File: src/rtl/mem_arb_pkg.sv
// mem_arb_pkg: shared types and default widths for the memory port arbiter.
package mem_arb_pkg;

    localparam int unsigned DEF_ADDR_W   = 16;
    localparam int unsigned DEF_DATA_W   = 16;
    localparam int unsigned DEF_MEM_LAT  = 1;
    localparam int unsigned DEF_MAX_WAIT = 4;

    // Starvation counter and read-latency counter widths (MAX_WAIT <= 15, MEM_LAT <= 7).
    localparam int unsigned WAIT_CNT_W = 4;
    localparam int unsigned LAT_CNT_W  = 3;

    typedef enum logic [1:0] {
        IDLE  = 2'd0,
        ISSUE = 2'd1,
        WAIT  = 2'd2,
        ACK   = 2'd3
    } arb_state_e;

    // 0 = CPU load/store port, 1 = debug/IO port.
    typedef logic port_id_t;

endpackage

File: src/rtl/mem_arb_select.sv
// mem_arb_select: combinational winner selection between the two requesters.
// Port 0 wins contention unless port 1 has already lost MAX_WAIT times in a row.
module mem_arb_select
    import mem_arb_pkg::*;
#(
    parameter int unsigned MAX_WAIT = DEF_MAX_WAIT
)(
    input  logic                  req0,
    input  logic                  req1,
    input  logic [WAIT_CNT_W-1:0] wait_cnt,
    output logic                  any_req,
    output port_id_t              winner
);

    localparam logic [WAIT_CNT_W-1:0] MAX_WAIT_C = WAIT_CNT_W'(MAX_WAIT);

    // Pick the winner; the value only matters when any_req is high.
    always_comb begin
        any_req = req0 | req1;
        winner  = 1'b0;
        if (req1 && !req0) begin
            winner = 1'b1;
        end else if (req1 && req0 && (wait_cnt == MAX_WAIT_C)) begin
            winner = 1'b1;
        end
    end

endmodule

File: src/rtl/mem_port_arbiter.sv
// mem_port_arbiter: shares a single-port data memory between the CPU (port 0)
// and a debug/IO requester (port 1).
// Optional feature macro: MEM_PORT_ARBITER_PERF_EN adds saturating per-port
// grant counters grant_cnt0/grant_cnt1.
// Handshake: a requester raises reqN with weN/addrN/wdataN stable and holds
// them until ackN. ackN is a one-cycle pulse; for loads rdataN is valid with
// ackN and holds until that port's next ack. reqN still high in the cycle after
// ackN is a new request.
// Memory timing: mem_en is high for exactly one cycle per access; mem_rdata is
// sampled on the clock edge that ends the MEM_LAT-th cycle counted from (and
// including) the mem_en cycle.
module mem_port_arbiter
    import mem_arb_pkg::*;
#(
    parameter int unsigned ADDR_W   = DEF_ADDR_W,
    parameter int unsigned DATA_W   = DEF_DATA_W,
    parameter int unsigned MEM_LAT  = DEF_MEM_LAT,
    parameter int unsigned MAX_WAIT = DEF_MAX_WAIT
)(
    input  logic                  clock,
    input  logic                  reset,
    input  logic                  req0,
    input  logic                  we0,
    input  logic [ADDR_W-1:0]     addr0,
    input  logic [DATA_W-1:0]     wdata0,
    output logic                  ack0,
    output logic [DATA_W-1:0]     rdata0,
    input  logic                  req1,
    input  logic                  we1,
    input  logic [ADDR_W-1:0]     addr1,
    input  logic [DATA_W-1:0]     wdata1,
    output logic                  ack1,
    output logic [DATA_W-1:0]     rdata1,
    output logic                  mem_en,
    output logic                  mem_we,
    output logic [ADDR_W-1:0]     mem_addr,
    output logic [DATA_W-1:0]     mem_wdata,
    input  logic [DATA_W-1:0]     mem_rdata,
    output logic                  busy,
`ifdef MEM_PORT_ARBITER_PERF_EN
    output logic [15:0]           grant_cnt0,
    output logic [15:0]           grant_cnt1,
`endif
    output arb_state_e            dbg_state,
    output logic [WAIT_CNT_W-1:0] dbg_wait_cnt
);

    localparam logic [WAIT_CNT_W-1:0] MAX_WAIT_C = WAIT_CNT_W'(MAX_WAIT);
    localparam logic [LAT_CNT_W-1:0]  LAT_INIT   = LAT_CNT_W'(MEM_LAT - 1);

    arb_state_e            state_q;
    port_id_t              win_q;
    logic                  we_q;
    logic [LAT_CNT_W-1:0]  lat_cnt_q;
    logic [WAIT_CNT_W-1:0] wait_cnt_q;
    logic [WAIT_CNT_W-1:0] wait_cnt_d;
    logic                  ack0_q;
    logic                  ack1_q;
    logic [DATA_W-1:0]     rdata0_q;
    logic [DATA_W-1:0]     rdata1_q;
    logic                  mem_en_q;
    logic                  mem_we_q;
    logic [ADDR_W-1:0]     mem_addr_q;
    logic [DATA_W-1:0]     mem_wdata_q;

    logic                  any_req;
    port_id_t              winner;
    logic                  sel_we;
    logic [ADDR_W-1:0]     sel_addr;
    logic [DATA_W-1:0]     sel_wdata;
    logic                  enter_ack;

    mem_arb_select #(
        .MAX_WAIT (MAX_WAIT)
    ) u_select (
        .req0     (req0),
        .req1     (req1),
        .wait_cnt (wait_cnt_q),
        .any_req  (any_req),
        .winner   (winner)
    );

    assign sel_we    = winner ? we1    : we0;
    assign sel_addr  = winner ? addr1  : addr0;
    assign sel_wdata = winner ? wdata1 : wdata0;

    // Starvation count after this arbitration: clear on a port 1 grant,
    // otherwise count a loss by a requesting port 1, saturating at MAX_WAIT.
    always_comb begin
        wait_cnt_d = wait_cnt_q;
        if (winner == 1'b1) begin
            wait_cnt_d = '0;
        end else if (req1 && (wait_cnt_q != MAX_WAIT_C)) begin
            wait_cnt_d = wait_cnt_q + WAIT_CNT_W'(1);
        end
    end

    // The access completes on this edge: writes and MEM_LAT=1 reads leave ISSUE
    // directly, longer reads leave WAIT once the last latency cycle has passed.
    always_comb begin
        enter_ack = 1'b0;
        if (state_q == ISSUE) begin
            enter_ack = we_q || (MEM_LAT == 1);
        end else if (state_q == WAIT) begin
            enter_ack = (lat_cnt_q == LAT_CNT_W'(1));
        end
    end

    // Access sequencer: arbitrate, issue one memory cycle, wait out the read latency, acknowledge.
    always_ff @(posedge clock) begin
        if (!reset) begin
            state_q     <= IDLE;
            win_q       <= 1'b0;
            we_q        <= 1'b0;
            lat_cnt_q   <= '0;
            wait_cnt_q  <= '0;
            ack0_q      <= 1'b0;
            ack1_q      <= 1'b0;
            rdata0_q    <= '0;
            rdata1_q    <= '0;
            mem_en_q    <= 1'b0;
            mem_we_q    <= 1'b0;
            mem_addr_q  <= '0;
            mem_wdata_q <= '0;
        end else begin
            ack0_q <= 1'b0;
            ack1_q <= 1'b0;
            unique case (state_q)
                IDLE: begin
                    if (any_req) begin
                        win_q       <= winner;
                        we_q        <= sel_we;
                        mem_en_q    <= 1'b1;
                        mem_we_q    <= sel_we;
                        mem_addr_q  <= sel_addr;
                        mem_wdata_q <= sel_wdata;
                        wait_cnt_q  <= wait_cnt_d;
                        state_q     <= ISSUE;
                    end
                end
                ISSUE: begin
                    mem_en_q <= 1'b0;
                    mem_we_q <= 1'b0;
                    if (enter_ack) begin
                        state_q <= ACK;
                    end else begin
                        lat_cnt_q <= LAT_INIT;
                        state_q   <= WAIT;
                    end
                end
                WAIT: begin
                    lat_cnt_q <= lat_cnt_q - LAT_CNT_W'(1);
                    if (enter_ack) begin
                        state_q <= ACK;
                    end
                end
                ACK: begin
                    state_q <= IDLE;
                end
                default: begin
                    state_q <= IDLE;
                end
            endcase
            if (enter_ack) begin
                ack0_q <= (win_q == 1'b0);
                ack1_q <= (win_q == 1'b1);
                if (!we_q) begin
                    if (win_q == 1'b1) begin
                        rdata1_q <= mem_rdata;
                    end else begin
                        rdata0_q <= mem_rdata;
                    end
                end
            end
        end
    end

`ifdef MEM_PORT_ARBITER_PERF_EN
    logic [15:0] grant_cnt0_q;
    logic [15:0] grant_cnt1_q;

    // Count completed accesses per port, saturating at all-ones.
    always_ff @(posedge clock) begin
        if (!reset) begin
            grant_cnt0_q <= '0;
            grant_cnt1_q <= '0;
        end else begin
            if (ack0_q && (grant_cnt0_q != 16'hFFFF)) begin
                grant_cnt0_q <= grant_cnt0_q + 16'd1;
            end
            if (ack1_q && (grant_cnt1_q != 16'hFFFF)) begin
                grant_cnt1_q <= grant_cnt1_q + 16'd1;
            end
        end
    end

    assign grant_cnt0 = grant_cnt0_q;
    assign grant_cnt1 = grant_cnt1_q;
`endif

    assign ack0         = ack0_q;
    assign ack1         = ack1_q;
    assign rdata0       = rdata0_q;
    assign rdata1       = rdata1_q;
    assign mem_en       = mem_en_q;
    assign mem_we       = mem_we_q;
    assign mem_addr     = mem_addr_q;
    assign mem_wdata    = mem_wdata_q;
    assign busy         = (state_q != IDLE);
    assign dbg_state    = state_q;
    assign dbg_wait_cnt = wait_cnt_q;

endmodule

File: config.mk
export PLATFORM = sky130hd
export DESIGN_NAME = mem_port_arbiter
export DESIGN_NICKNAME = d
export VERILOG_FILES = /design/src/rtl/mem_arb_pkg.sv /design/src/rtl/mem_arb_select.sv /design/src/rtl/mem_port_arbiter.sv
export SDC_FILE = /design/constraint.sdc
export NUM_CORES = 1
export LEC_CHECK = 0
export CORE_AREA = 5 5 98 100
export DETAILED_ROUTE_END_ITERATION = 10
export DIE_AREA = 0 0 103 105
export PLACE_DENSITY = 0.78
export SLEW_MARGIN = 10
export SYNTH_ARGS = -nofsm -noshare
export SYNTH_HDL_FRONTEND = slang
export SYNTH_HIERARCHICAL = 1
export SYNTH_SLANG_ARGS = --single-unit
File: constraint.sdc
create_clock -name clock -period 4.3 [get_ports clock]
set_input_delay 0.645 -clock clock [delete_from_list [all_inputs] [get_ports clock]]
set_output_delay 0.645 -clock clock [all_outputs]
set_load 0.005 [all_outputs]
==> results of run 1 <==
## area by class of cell
cell class,instances,area [sq um]
timing repair buffer,163,1620
clock buffer,11,131
antenna,1,2.50
multi-input combinational,246,1560
inverter,9,33.8
sequential,79,1580
fill,754,3490
clock inverter,5,35.0
tap,108,135
## how the worst max path moves through the flow
| stage | start | to |
|---|---|---|
| finish | dbg_wait_cnt[0]$_SDFFE_PN0P_ | mem_we$_SDFFE_PN0P_ |
| detailed placement | req1 | mem_addr[3]$_SDFFE_PN0P_ |
| global placement | req1 | mem_addr[2]$_SDFFE_PN0P_ |
| floorplan | dbg_wait_cnt[1]$_SDFFE_PN0P_ | mem_we$_SDFFE_PN0P_ |
| global route | dbg_wait_cnt[1]$_SDFFE_PN0P_ | mem_we$_SDFFE_PN0P_ |
| CTS | dbg_wait_cnt[0]$_SDFFE_PN0P_ | mem_we$_SDFFE_PN0P_ |
## where the power goes
group / internal [mW] / switching [mW]
Sequential: 0.862 / 0.0785
Combinational: 0.408 / 0.330
Clock: 0.210 / 0.262
Total: 1.48 / 0.670
## registers in the layout, indices dropped and copies added (netlist names)
signal and count:
ack1 1, dbg_wait_cnt 4, dbg_state 2, mem_wdata 16
lat_cnt_q 3, mem_addr 16, we_q 1, rdata1 16
mem_en 1, ack0 1, win_q 1, mem_we 1
rdata0 16
## logic make-up after synthesis
family	count (synthesis)
AO/OA/AOI/OAI	79
flip-flops	79
AND/OR/NAND/NOR	122
adder cells (fa/ha/maj)	8
XOR/XNOR	2
multiplexers	35
buffers and inverters	38
## per-layer routing
layer | part of all wire | track usage
met1 | 0.42 | 0.200
met2 | 0.45 | 0.257
met3 | 0.11 | 0.0746
met4 | 0.019 | 0.0601
met5 | 0 | 0
## cell usage in the layout, fill, tap and decap left out, drive strengths merged
cell type | Yosys | final
or4b | 1 | 1
mux2i | 35 | 35
a21oi | 5 | 5
and3b | 1 | 1
nor2 | 44 | 44
clkdlybuf4s50 | 0 | 159
o211ai | 1 | 1
dfxtp | 79 | 79
a21boi | 1 | 1
or3 | 2 | 2
nor3 | 2 | 2
buf | 24 | 4
nand3b | 3 | 3
clkinv | 0 | 4
and4 | 1 | 1
clkbuf | 5 | 11
nand2 | 24 | 24
ha | 8 | 8
and2 | 1 | 1
or2 | 2 | 2
a211oi | 35 | 35
and3 | 2 | 2
xor2 | 1 | 1
nand3 | 36 | 36
nand2b | 1 | 1
and2b | 1 | 1
clkinvlp | 0 | 1
o31a | 1 | 1
xnor2 | 1 | 1
inv | 9 | 9
diode | 0 | 1
nor2b | 1 | 1
o21ai | 36 | 36
## worst reg2reg max path, stage by stage, from the launching register on
cell and delay (ns):
dfxtp_1 0.39, or4b_1 0.58, a21boi_4 0.33, buf_4 0.49, mux2i_1 0.32, nor3_1 0.07, a21oi_1 0.13, nor2_1 0.05
==> key figures, run 1 <==
Status
  • Status: finished, final reports clean

Route
  • Initial DRC count: 64
  • Antenna-violating nets left: 0
  • Residual DRC: 0
  • WL final: ~9000 um
  • Vias/cell: 4.97
  • Routed vias: between 3k and 4k
  • Routed len/inst: roughly 15 um
  • First drt pass iteration count: 4

Min path
  • Hold Path Class: reg -> reg
  • Hold endpoint: rdata0[0]$_SDFFE_PN0P_
  • Hold_sp: rdata0[0]$_SDFFE_PN0P_
  • Cell depth of the worst min-delay path: 2

Placement
  • IO Port Bufs: 160
  • Placed wire-length estimate: 6880 um
  • Placed insts: between 600 and 700
  • Area of placed instances: 4930 sq um
  • Gpl congestion: 0.752
  • Worst slack, placed: 1.51 ns

Worst setup path
  • Worst R2R Start: dbg_wait_cnt[0]$_SDFFE_PN0P_
  • Top delay family on crit path: simple AND/OR/NAND/NOR gates
  • Critical path startpoint category: register
  • Buf+Inv Stages, Crit Path: 1
  • Kind of critical path: reg -> reg
  • Worst reg2reg path depth: 7
  • Critical path depth: 7
  • Crit path largest cell delay: between 0.5 and 0.6 ns
  • Crit path DAT: around 2.7 ns
  • Worst R2R Setup Slack: 1.81 ns
  • Worst r2r dst: mem_we$_SDFFE_PN0P_
  • Critical Path Sink Type: register
  • Worst EP required: between 4 and 5 ns
  • Critical Path Fanout Max: 33
  • Cell-by-cell trace of the critical path: or4b_1 -> a21boi_4 -> buf_4 -> mux2i_1 -> nor3_1 -> a21oi_1 -> nor2_1
  • Slowest CP cell: or4b_1

Timing
  • Final Hold Viols: 0
  • Relative slew slack: 0.443
  • Setup Skew: 0.0119 ns
  • Hold_ws: 0.460 ns
  • RSZ-0062 raised after global routing: false
  • Fin worst setup slack: 1.81 ns
  • # setup viols final: 0
  • Fin Setup TNS: 0 ns
  • Slew Limit Fails: 0
  • Post-route clock period utilization: 0.580
  • Tightest Pin Transition: 0.835 ns
  • Max Fclk: 401 MHz
  • Min Tclk post-route: 2.49 ns

Global routing
  • Via count of the first global-routing pass: 3114
  • Pin count of the biggest net entering global routing: 55
  • Grt total ovfl: 0
  • Initial antenna violation count: 1
  • First-pass GRT wire length: 14400 um
  • Gr usage total: 0.165

Cells and area
  • Share of post-route cells with drive strength above 1: 0.0546
  • Finished Layout Cells: 622
  • NumNets Final: 602
  • Post-layout util: 0.594
  • Final instance area: 5100 sq um
  • Area Overhead vs Synth: 51.3%

Synthesis
  • Most numerous cell in the Yosys netlist: dfxtp_1
  • Most frequent cells after synthesis: dfxtp_1, nor2_1, nand3_1
  • Cell taking the most area after synthesis: dfxtp_1
  • Post-Syn Nets: 457
  • Register area share after synthesis: 0.469
  • Adder-Cell Fraction of Synth Area: 0.0297
  • Synth Area in Simple Gates: 0.169
  • XOR/XNOR share of the synthesized area: 0.00519
  • Largest family of logic cells by synthesized area: simple AND/OR/NAND/NOR gates
  • Number of synthesis warnings: 6
  • Ys flop type: dfxtp_1
  • Post-synth EDFFs: 0
  • Yosys reg bits: 79
  • Synth async-reset ratio: 0
  • Post-synthesis mux area share: 0.104
  • Synth top area cells: dfxtp_1, mux2i_1, a211oi_1
  • Synth top area share: 0.469
  • Syn Area/Cell: 9.29 sq um
  • Compound-gate portion of the synthesized area: 0.152
  • Synthesized instance count: 363
  • Synthesized area: 3370 sq um
  • Distinct cells, synth: 36

Floorplan
  • Boundary pin count: 161
  • Rows: 34
  • Die W: around 100 um
  • Die ar.: around 11000 sq um
  • Core area: 8590 sq um
  • Die Span Y: 105 um
  • Starting density of the core: 0.393

Clock tree
  • Root buf cell: clkbuf_8
  • TritonCTS clock tree: built
  • Clock Sinks: 79
  • CTS Hold Bufs: 0
  • CTS Buf Count: 9
  • Clock slew at reported path FFs: ~0.08 ns
  • Worst-case clock buffer depth: 2
  • Clk Latency, worst-skew pair: 0.34 ns
  • Post-CTS Setup Bufs: 0
  • Depth of the CTS H-tree: 3
  • Gates resized, CTS repair: 0

Power
  • Worst ir drop on vdd: 0.190 mV
  • P per Cell Area: 421 nW/um^2
  • Leak: 1.88 nW
  • Total power draw: 2.15 mW

Run
  • MaxCap Viol Count: 0
Power figures use the tool's default switching activity.
==> inputs of run 2 (changes only) <==
- CORE_AREA: 5 5 98 100 -> 5 5 102 104
- DIE_AREA: 0 0 103 105 -> 0 0 107 109
- PLACE_DENSITY: 0.78 -> 0.75
- clock period: 4.3 -> 2.07 ns (I/O delays scaled with it)
==> key figures, run 2 (synthesis results as in run 1) <==
Global routing
  • First-pass GRT wire length: 14900 um
  • Via count of the first global-routing pass: 3071
  • Gr usage total: 0.159
  • Pin count of the biggest net entering global routing: 67
  • Grt total ovfl: 0
  • Initial antenna violation count: 0

Route
  • Routed len/inst: 14.5 um
  • Residual DRC: 0
  • WL final: 9180 um
  • First drt pass iteration count: 4
  • Routed vias: 3072
  • Vias/cell: 4.87
  • Antenna-violating nets left: 0
  • Initial DRC count: 84

Timing
  • Setup Skew: roughly 0.012 ns
  • Tightest Pin Transition: between 0.4 and 0.5 ns
  • Post-route clock period utilization: 0.954
  • Max Fclk: 507 MHz
  • Fin worst setup slack: ~0.096 ns
  • Min Tclk post-route: 1.97 ns
  • Slew Limit Fails: 0
  • Relative slew slack: 0.673
  • RSZ-0062 raised after global routing: false
  • Final Hold Viols: 0
  • # setup viols final: 0
  • Fin Setup TNS: 0 ns

Worst setup path
  • Worst EP required: around 2.3 ns
  • Kind of critical path: reg -> reg
  • Crit path DAT: around 2.2 ns
  • Critical path startpoint category: register
  • Critical Path Fanout Max: 29
  • Critical Path Sink Type: register
  • Worst R2R Setup Slack: 0.1 ns

Floorplan
  • Rows: 36
  • Die ar.: roughly 12000 sq um
  • Boundary pin count: 161
  • Core area: 9460 sq um
  • Die W: 107 um
  • Die Span Y: approximately 110 um
  • Starting density of the core: 0.357

Cells and area
  • Most frequent cells in the layout: clkdlybuf4s50_1, dfxtp_1, nor2_1, nand3_1
  • Area Overhead vs Synth: 53.5%
  • Commonest non-fill, non-tap cell in the layout: clkdlybuf4s50_1
  • # fillers: 846
  • Seq. cell area: 1580 sq um
  • Share of post-route cells with drive strength above 1: 0.0658
  • NumNets Final: 608
  • Multi-input gate area: about 1600 sq um
  • # diodes: 0

Power
  • P per Cell Area: 873 nW/um^2
  • Total power draw: 4.52 mW
  • Leak: 1.92 nW
  • Worst ir drop on vdd: 0.414 mV

Placement
  • Worst slack, placed: roughly 0.11 ns
  • Gpl congestion: 0.790
  • IO Port Bufs: 160
  • Placed wire-length estimate: 6940 um

Min path
  • Hold Path Class: in -> reg

Clock tree
  • TritonCTS clock tree: built
  • Clock Sinks: between 70 and 80
  • Post-CTS Setup Bufs: 0
  • Clock slew at reported path FFs: 0.08 ns
  • Worst-case clock buffer depth: 2
  • Clk Latency, worst-skew pair: 0.34 ns
  • Depth of the CTS H-tree: 3
  • Root buf cell: clkbuf_8
  • CTS Buf Count: 9

Status
  • Status: finished, final reports clean

Run
  • MaxCap Viol Count: 0
==> run 2: where the power goes <==
part	total [mW]	internal (mW)	switching [mW]	leakage, nW
clock network	0.999	0.488	0.511	0.0854
registers	1.95	1.79	0.154	0.648
logic	1.57	0.882	0.692	1.18
==> run 2: final timing paths <==
kind                           startpoint                         to  cells after the start
min                                 reset  lat_cnt_q[2]$_SDFFE_PN0P_                      3
max reg2reg  dbg_wait_cnt[1]$_SDFFE_PN0P_  mem_wdata[7]$_SDFFE_PN0P_                      5
min reg2reg        rdata0[7]$_SDFFE_PN0P_     rdata0[7]$_SDFFE_PN0P_                      2
max          dbg_wait_cnt[1]$_SDFFE_PN0P_  mem_wdata[7]$_SDFFE_PN0P_                      5
==> run 2: worst max-delay path: stages, from the launching register on <==
cell and delay, ns:
dfxtp_1 0.37, or4b_1 0.60, a21boi_4 0.25, buf_12 0.25, mux2i_1 0.26, a211oi_1 0.10
==> run 2: per-stage QoR <==
step                hold WS, ns  cell area, sq um  utilization  instances
CTS                       0.371              5170        0.547        631
detailed placement        0.450              5010        0.530        617
global placement          0.444              5010        0.530        617
floorplan                 0.429              3370            -        363
finish                    0.392              5180        0.547        631
global route              0.407              5180        0.547        631
==> run 2: final cells by class <==
type                    instances  share of cell area
repair buffers                169               0.326
clock buffers                  13              0.0307
flip-flops and latches         79               0.306
well taps                     114              0.0275
inverters                       9             0.00652
clock inverters                 1            0.000967
multi-input cells             246               0.302
==> run 2: what timing repair did <==
item / 4_1_cts / 5_1_grt
endpoints found under the setup margin: 0 / 1
gates resized for setup: 0 / 2
hold buffers: 0 / 0
==> run 2: metal layers <==
layer | vias to the layer above | part of all wire | GRT usage
li1 | 1576 | - | -
met4 | 0 | 0.015 | 0.0648
met5 | - | 0 | 0
met2 | 127 | 0.46 | 0.249
met3 | 13 | 0.093 | 0.0574
met1 | 1356 | 0.44 | 0.200
==> patch 1 (config.mk and constraints of run 2) <==
The package constant `DEF_ADDR_W` goes from 16 to 15.
--- a/src/rtl/mem_arb_pkg.sv
+++ b/src/rtl/mem_arb_pkg.sv
@@ -2,5 +2,5 @@
 package mem_arb_pkg;
 
-    localparam int unsigned DEF_ADDR_W   = 16;
+    localparam int unsigned DEF_ADDR_W   = 15;
     localparam int unsigned DEF_DATA_W   = 16;
     localparam int unsigned DEF_MEM_LAT  = 1;
Interface: changed (resized addr0, addr1 and mem_addr); port bits go from 161 to 158. No check against the original RTL was run, so the function may have changed too.
==> patch 1 against run 2 <==
  * Final cell count is 0.16% lower
  * Routed wire length is 1.4% higher
  * Count of clock-buffer cells in the layout stayed put
  * Setup slack better by 0.044 ns
  * Via count is 0.42% higher
  * Design area is 1.4% higher
  * Power is 2.2% higher
  * Highest routed layer unchanged
  * Synthesized cell count is 1.4% lower
  * Sequential cell count is 1 lower
  * First-iteration DRC count is 37% higher
  * Area after synthesis is 2.0% higher
  * Critical path type is now register to primary output
==> patch 1: results (changes against run 2) <==
| Metric | Value |
|---|---|
| DRT Pass-1 Iters | `4 (unchanged)` |
| Number of port buffers | `157 (-1.9%)` |
| CTS clock-pin slew for the worst setup and hold paths | `0.08 ns (about the same)` |
| Count of final hold-check violations | `0 (unchanged)` |
| Initial antenna violation count | `0 (unchanged)` |
| First-pass GRT wire length | `15000 um (+0.37%)` |
| Delay-heaviest family, CP | `buffers and inverters` |
| Pin count of the biggest net entering global routing | `50 (-25%)` |
| Post-DP HPWL | `7280 um (+4.8%)` |
| Share of cells above drive strength 1 | `11.6% (+5.1 points)` |
| Clock root buffer | `clkbuf_8` |
| Slowest CP cell | `clkdlybuf4s50_1` |
| Outcome | `finished clean` |
| Syn_nets | `450 (-1.5%)` |
| Ranking of synthesized cells by area | `dfxtp_1 (45%), mux2i_1 (9.9%), a211oi_2 (7.6%)` |
| Seq/Total Area, Yosys | `45.4% (-1.5 points)` |
| Worst hold path type | `primary input to register` |
| Vias in the first global route | `3091 (+0.65%)` |
| WL final | `9300 um (+1.4%)` |
| Arr. time, crit path | `1.62 ns (-0.56 ns)` |
| Gpl congestion | `0.786 (-0.56%)` |
| Fin nets | `603 (-0.82%)` |
| Post-CTS sizing | `0 (unchanged)` |
| Post-place setup slack | `0.143 ns (+0.0330 ns)` |
| Most used flip-flop cell after synthesis | `dfxtp_1` |
| H-tree levels | `3 (unchanged)` |
| Worst vdd ir | `0.337 mV (-19%)` |
| GRT Total Usage | `16.3% (+0.38 points)` |
| Vias per inst | `4.90 (+0.58%)` |
| Asr flop ratio synth | `0% (unchanged)` |
| Leakage | `1.93 nW (+0.97%)` |
| Worst-path fanout max | `5 (-83%)` |
| Clock Skew | `0.00707 ns (-0.00447 ns)` |
| Finished Layout Cells | `630 (-0.16%)` |
| Placed cells | `614 (-0.49%)` |
| Max cap viols | `0 (unchanged)` |
| Netlist cell types | `36 (unchanged)` |
| Setup bufs post-CTS | `0 (unchanged)` |
| Crit-path max cell delay | `0.49 ns (-0.11 ns)` |
| ANT cells | `0 (unchanged)` |
| Most instantiated cells after synthesis | `dfxtp_1 (78), nor2_1 (43), nand3_1 (36)` |
| Relative slew slack | `70.3% (+3.0 points)` |
| Number of fill cells | `862 (+1.9%)` |
| Mean area per synthesized cell | `9.61 um2 (+3.5%)` |
| Starting DRT DRC Count | `115 (+37%)` |
| Yosys warning total | `6 (unchanged)` |
[patch 1: changes by cell type after synthesis, moves of 3 or more]
cell | before | now
buf_2 | 6 | 9
a211oi_1 | 35 | 13
o21ai_0 | 13 | 3
o21ai_1 | 21 | 31
a211oi_2 | 0 | 21
[patch 1: cells by family after synthesis]
group                    count (synthesis)  share of synthesized area, %
buffers and inverters                   37                          7.20
AND/OR/NAND/NOR                        121                          16.4
flip-flops                              78                          45.4
XOR/XNOR                                 2                         0.509
adder cells (fa/ha/maj)                  8                          2.91
AO/OA/AOI/OAI                           78                          17.8
multiplexers                            34                          9.89
[patch 1: report_power, final]
part / switching [W] / total, W / internal [W]
sequential: 0.000149 / 0.00192 / 0.00177
clock: 0.000531 / 0.00103 / 0.000501
combinational: 0.000760 / 0.00167 / 0.000909
total: 0.00144 / 0.00462 / 0.00318
[patch 1: per-stage QoR]
stage / power, W / hold slack (ns) / area, um2
global placement: 0.00358 / 0.443 / 5070
finish: 0.00462 / 0.258 / 5250
CTS: 0.00468 / 0.240 / 5250
floorplan: 0.00286 / 0.429 / 3440
detailed placement: 0.00364 / 0.449 / 5070
global route: 0.00495 / 0.234 / 5250
[patch 1: worst reg2reg max path, stage by stage, from the launching register on]
cell,delay (ns)
dfxtp_1,0.31
or4b_1,0.59
a21boi_4,0.24
buf_12,0.23
mux2i_1,0.29
a211oi_1,0.10
[patch 1: final timing paths]
kind / depth (start not counted) / start / to / slack, ns
worst max register to register: 5 / dbg_wait_cnt[1]$_SDFFE_PN0P_ / mem_addr[3]$_SDFFE_PN0P_ / 0.18
worst min register to register: 2 / rdata0[15]$_SDFFE_PN0P_ / rdata0[15]$_SDFFE_PN0P_ / 0.45
worst max-delay path: 4 / dbg_state[0]$_SDFFE_PN0P_ / busy / 0.14
worst min-delay path: 3 / reset / ack0$_SDFF_PN0_ / 0.26
[patch 1: final cells by class]
cell class	instances	area share, %
Multi-Input combinational cell	243	31.3
Tap cell	114	2.72
Clock inverter	3	0.357
Inverter	9	0.643
Sequential cell	78	29.8
Clock buffer	13	3.03
Timing Repair Buffer	170	32.2
[patch 1: metal layers]
layer / vias up / wire length, um / global-route usage (%)
met5: - / 0 / 0
met4: 0 / 177 / 6.76
met3: 15 / 1160 / 8.64
met2: 141 / 4080 / 25.9
met1: 1372 / 3890 / 18.4
li1: 1557 / - / -
==> patch 2 (settings of run 2) <==
Made on the original files. Put one more register stage on the output `dbg_wait_cnt`. The value now appears one clock later. The other outputs are not delayed to match.
--- a/src/rtl/mem_port_arbiter.sv
+++ b/src/rtl/mem_port_arbiter.sv
@@ -209,5 +209,7 @@
     assign busy         = (state_q != IDLE);
     assign dbg_state    = state_q;
-    assign dbg_wait_cnt = wait_cnt_q;
+    always_ff @(posedge clock) begin
+        dbg_wait_cnt <= wait_cnt_q;
+    end
 
 endmodule
Formal check against the unedited RTL: not equivalent (Yosys sat finds a counterexample within 4 cycles, from zero or initial values and one cycle with reset low).
==> patch 2 against run 2 <==
  * Area after synthesis grew 3.3%
  * Routed wire length grew 2.3%
  * Sequential cell count grew 4
  * Critical path depth shrank 1
  * Count of clock-buffer cells in the layout shrank 2
  * Design area grew 4.6%
  * Power grew 5.1%
  * Setup slack gained 0.023 ns
  * Hold slack gained 0.040 ns
  * Global-route usage grew 0.19 points
  * Die area is the same
  * Critical path type is now register to primary output
  * Largest cell class unchanged
  * Highest routed layer unchanged
==> patch 2: results (changes against run 2) <==
| Metric | Value |
|---|---|
| Outcome | `finished clean` |
| Worst reg2reg path endpoint | `mem_wdata[6]$_SDFFE_PN0P_` |
| Worst hold path type | `register to register` |
| Worst Hold Depth | `0 (-3)` |
| WHS | `0.433 ns (+0.0404 ns)` |
| Seq/Total Area, Yosys | `47.7% (+0.82 points)` |
| Crit-path max cell delay | `0.53 ns (-0.07 ns)` |
| Vias per inst | `4.83 (-0.73%)` |
| Fin nets | `617 (+1.5%)` |
| Reg-to-reg slack, setup | `0.12 ns (+0.02 ns)` |
| Gpl congestion | `0.782 (-0.99%)` |
| Starting DRT DRC Count | `82 (-2.4%)` |
| First-pass GRT wire length | `14900 um (-0.46%)` |
| Worst-path fanout max | `5 (-83%)` |
| Slowest CP cell | `clkdlybuf4s50_1` |
| Clock Skew | `0.0105 ns (-0.000997 ns)` |
| Post-DP HPWL | `7390 um (+6.4%)` |
| Post-place setup slack | `-0.0569 ns (-0.167 ns)` |
| DR WL met3 | `1240 um (+44%)` |
| Share of cells above drive strength 1 | `7.03% (+0.46 points)` |
| Worst vdd ir | `0.396 mV (-4.3%)` |
| Syn_nets | `458 (+0.22%)` |
| Ranking of synthesized cells by area | `dfxtp_1 (48%), mux2i_1 (19%), a211oi_1 (7.5%)` |
| Most instantiated cells after synthesis | `dfxtp_1 (83), mux2i_1 (66), nand2_1 (55)` |
| Hold Crit Start | `wait_cnt_q[3]$_SDFFE_PN0P_` |
patch 2: cell count changes after synthesis, sizes merged, moves of 2 or more:
cell	delta
or4	+4
nand2	+31
a21oi	-2
o311ai	+2
or3	-2
dfxtp	+4
buf	-11
o21ai	-34
mux2i	+31
nand3	-32
clkbuf	+10
patch 2: power breakdown:
part | internal, W | switching, W
Clock | 0.000574 | 0.000518
Combinational | 0.000920 | 0.000701
Sequential | 0.00188 | 0.000156
Total | 0.00337 | 0.00137
patch 2: area by class of cell:
type	instances	area [um2]
multi-input combinational	243	1660
tap	114	143
clock inverter	3	40.0
inverter	10	37.5
sequential	83	1660
clock buffer	11	141
fill	844	4040
timing repair buffer	176	1730
patch 2: cells by family (layout without fill, tap and decap cells):
group / Yosys count / after routing / synth area share [%]
simple gates: 120 / 120 / 14.9
buf+inv: 38 / 200 / 5.10
fa+ha+maj: 8 / 8 / 2.87
xor+xnor: 2 / 2 / 0.503
flops: 83 / 83 / 47.7
compound gates: 47 / 47 / 9.95
mux: 66 / 66 / 19.0
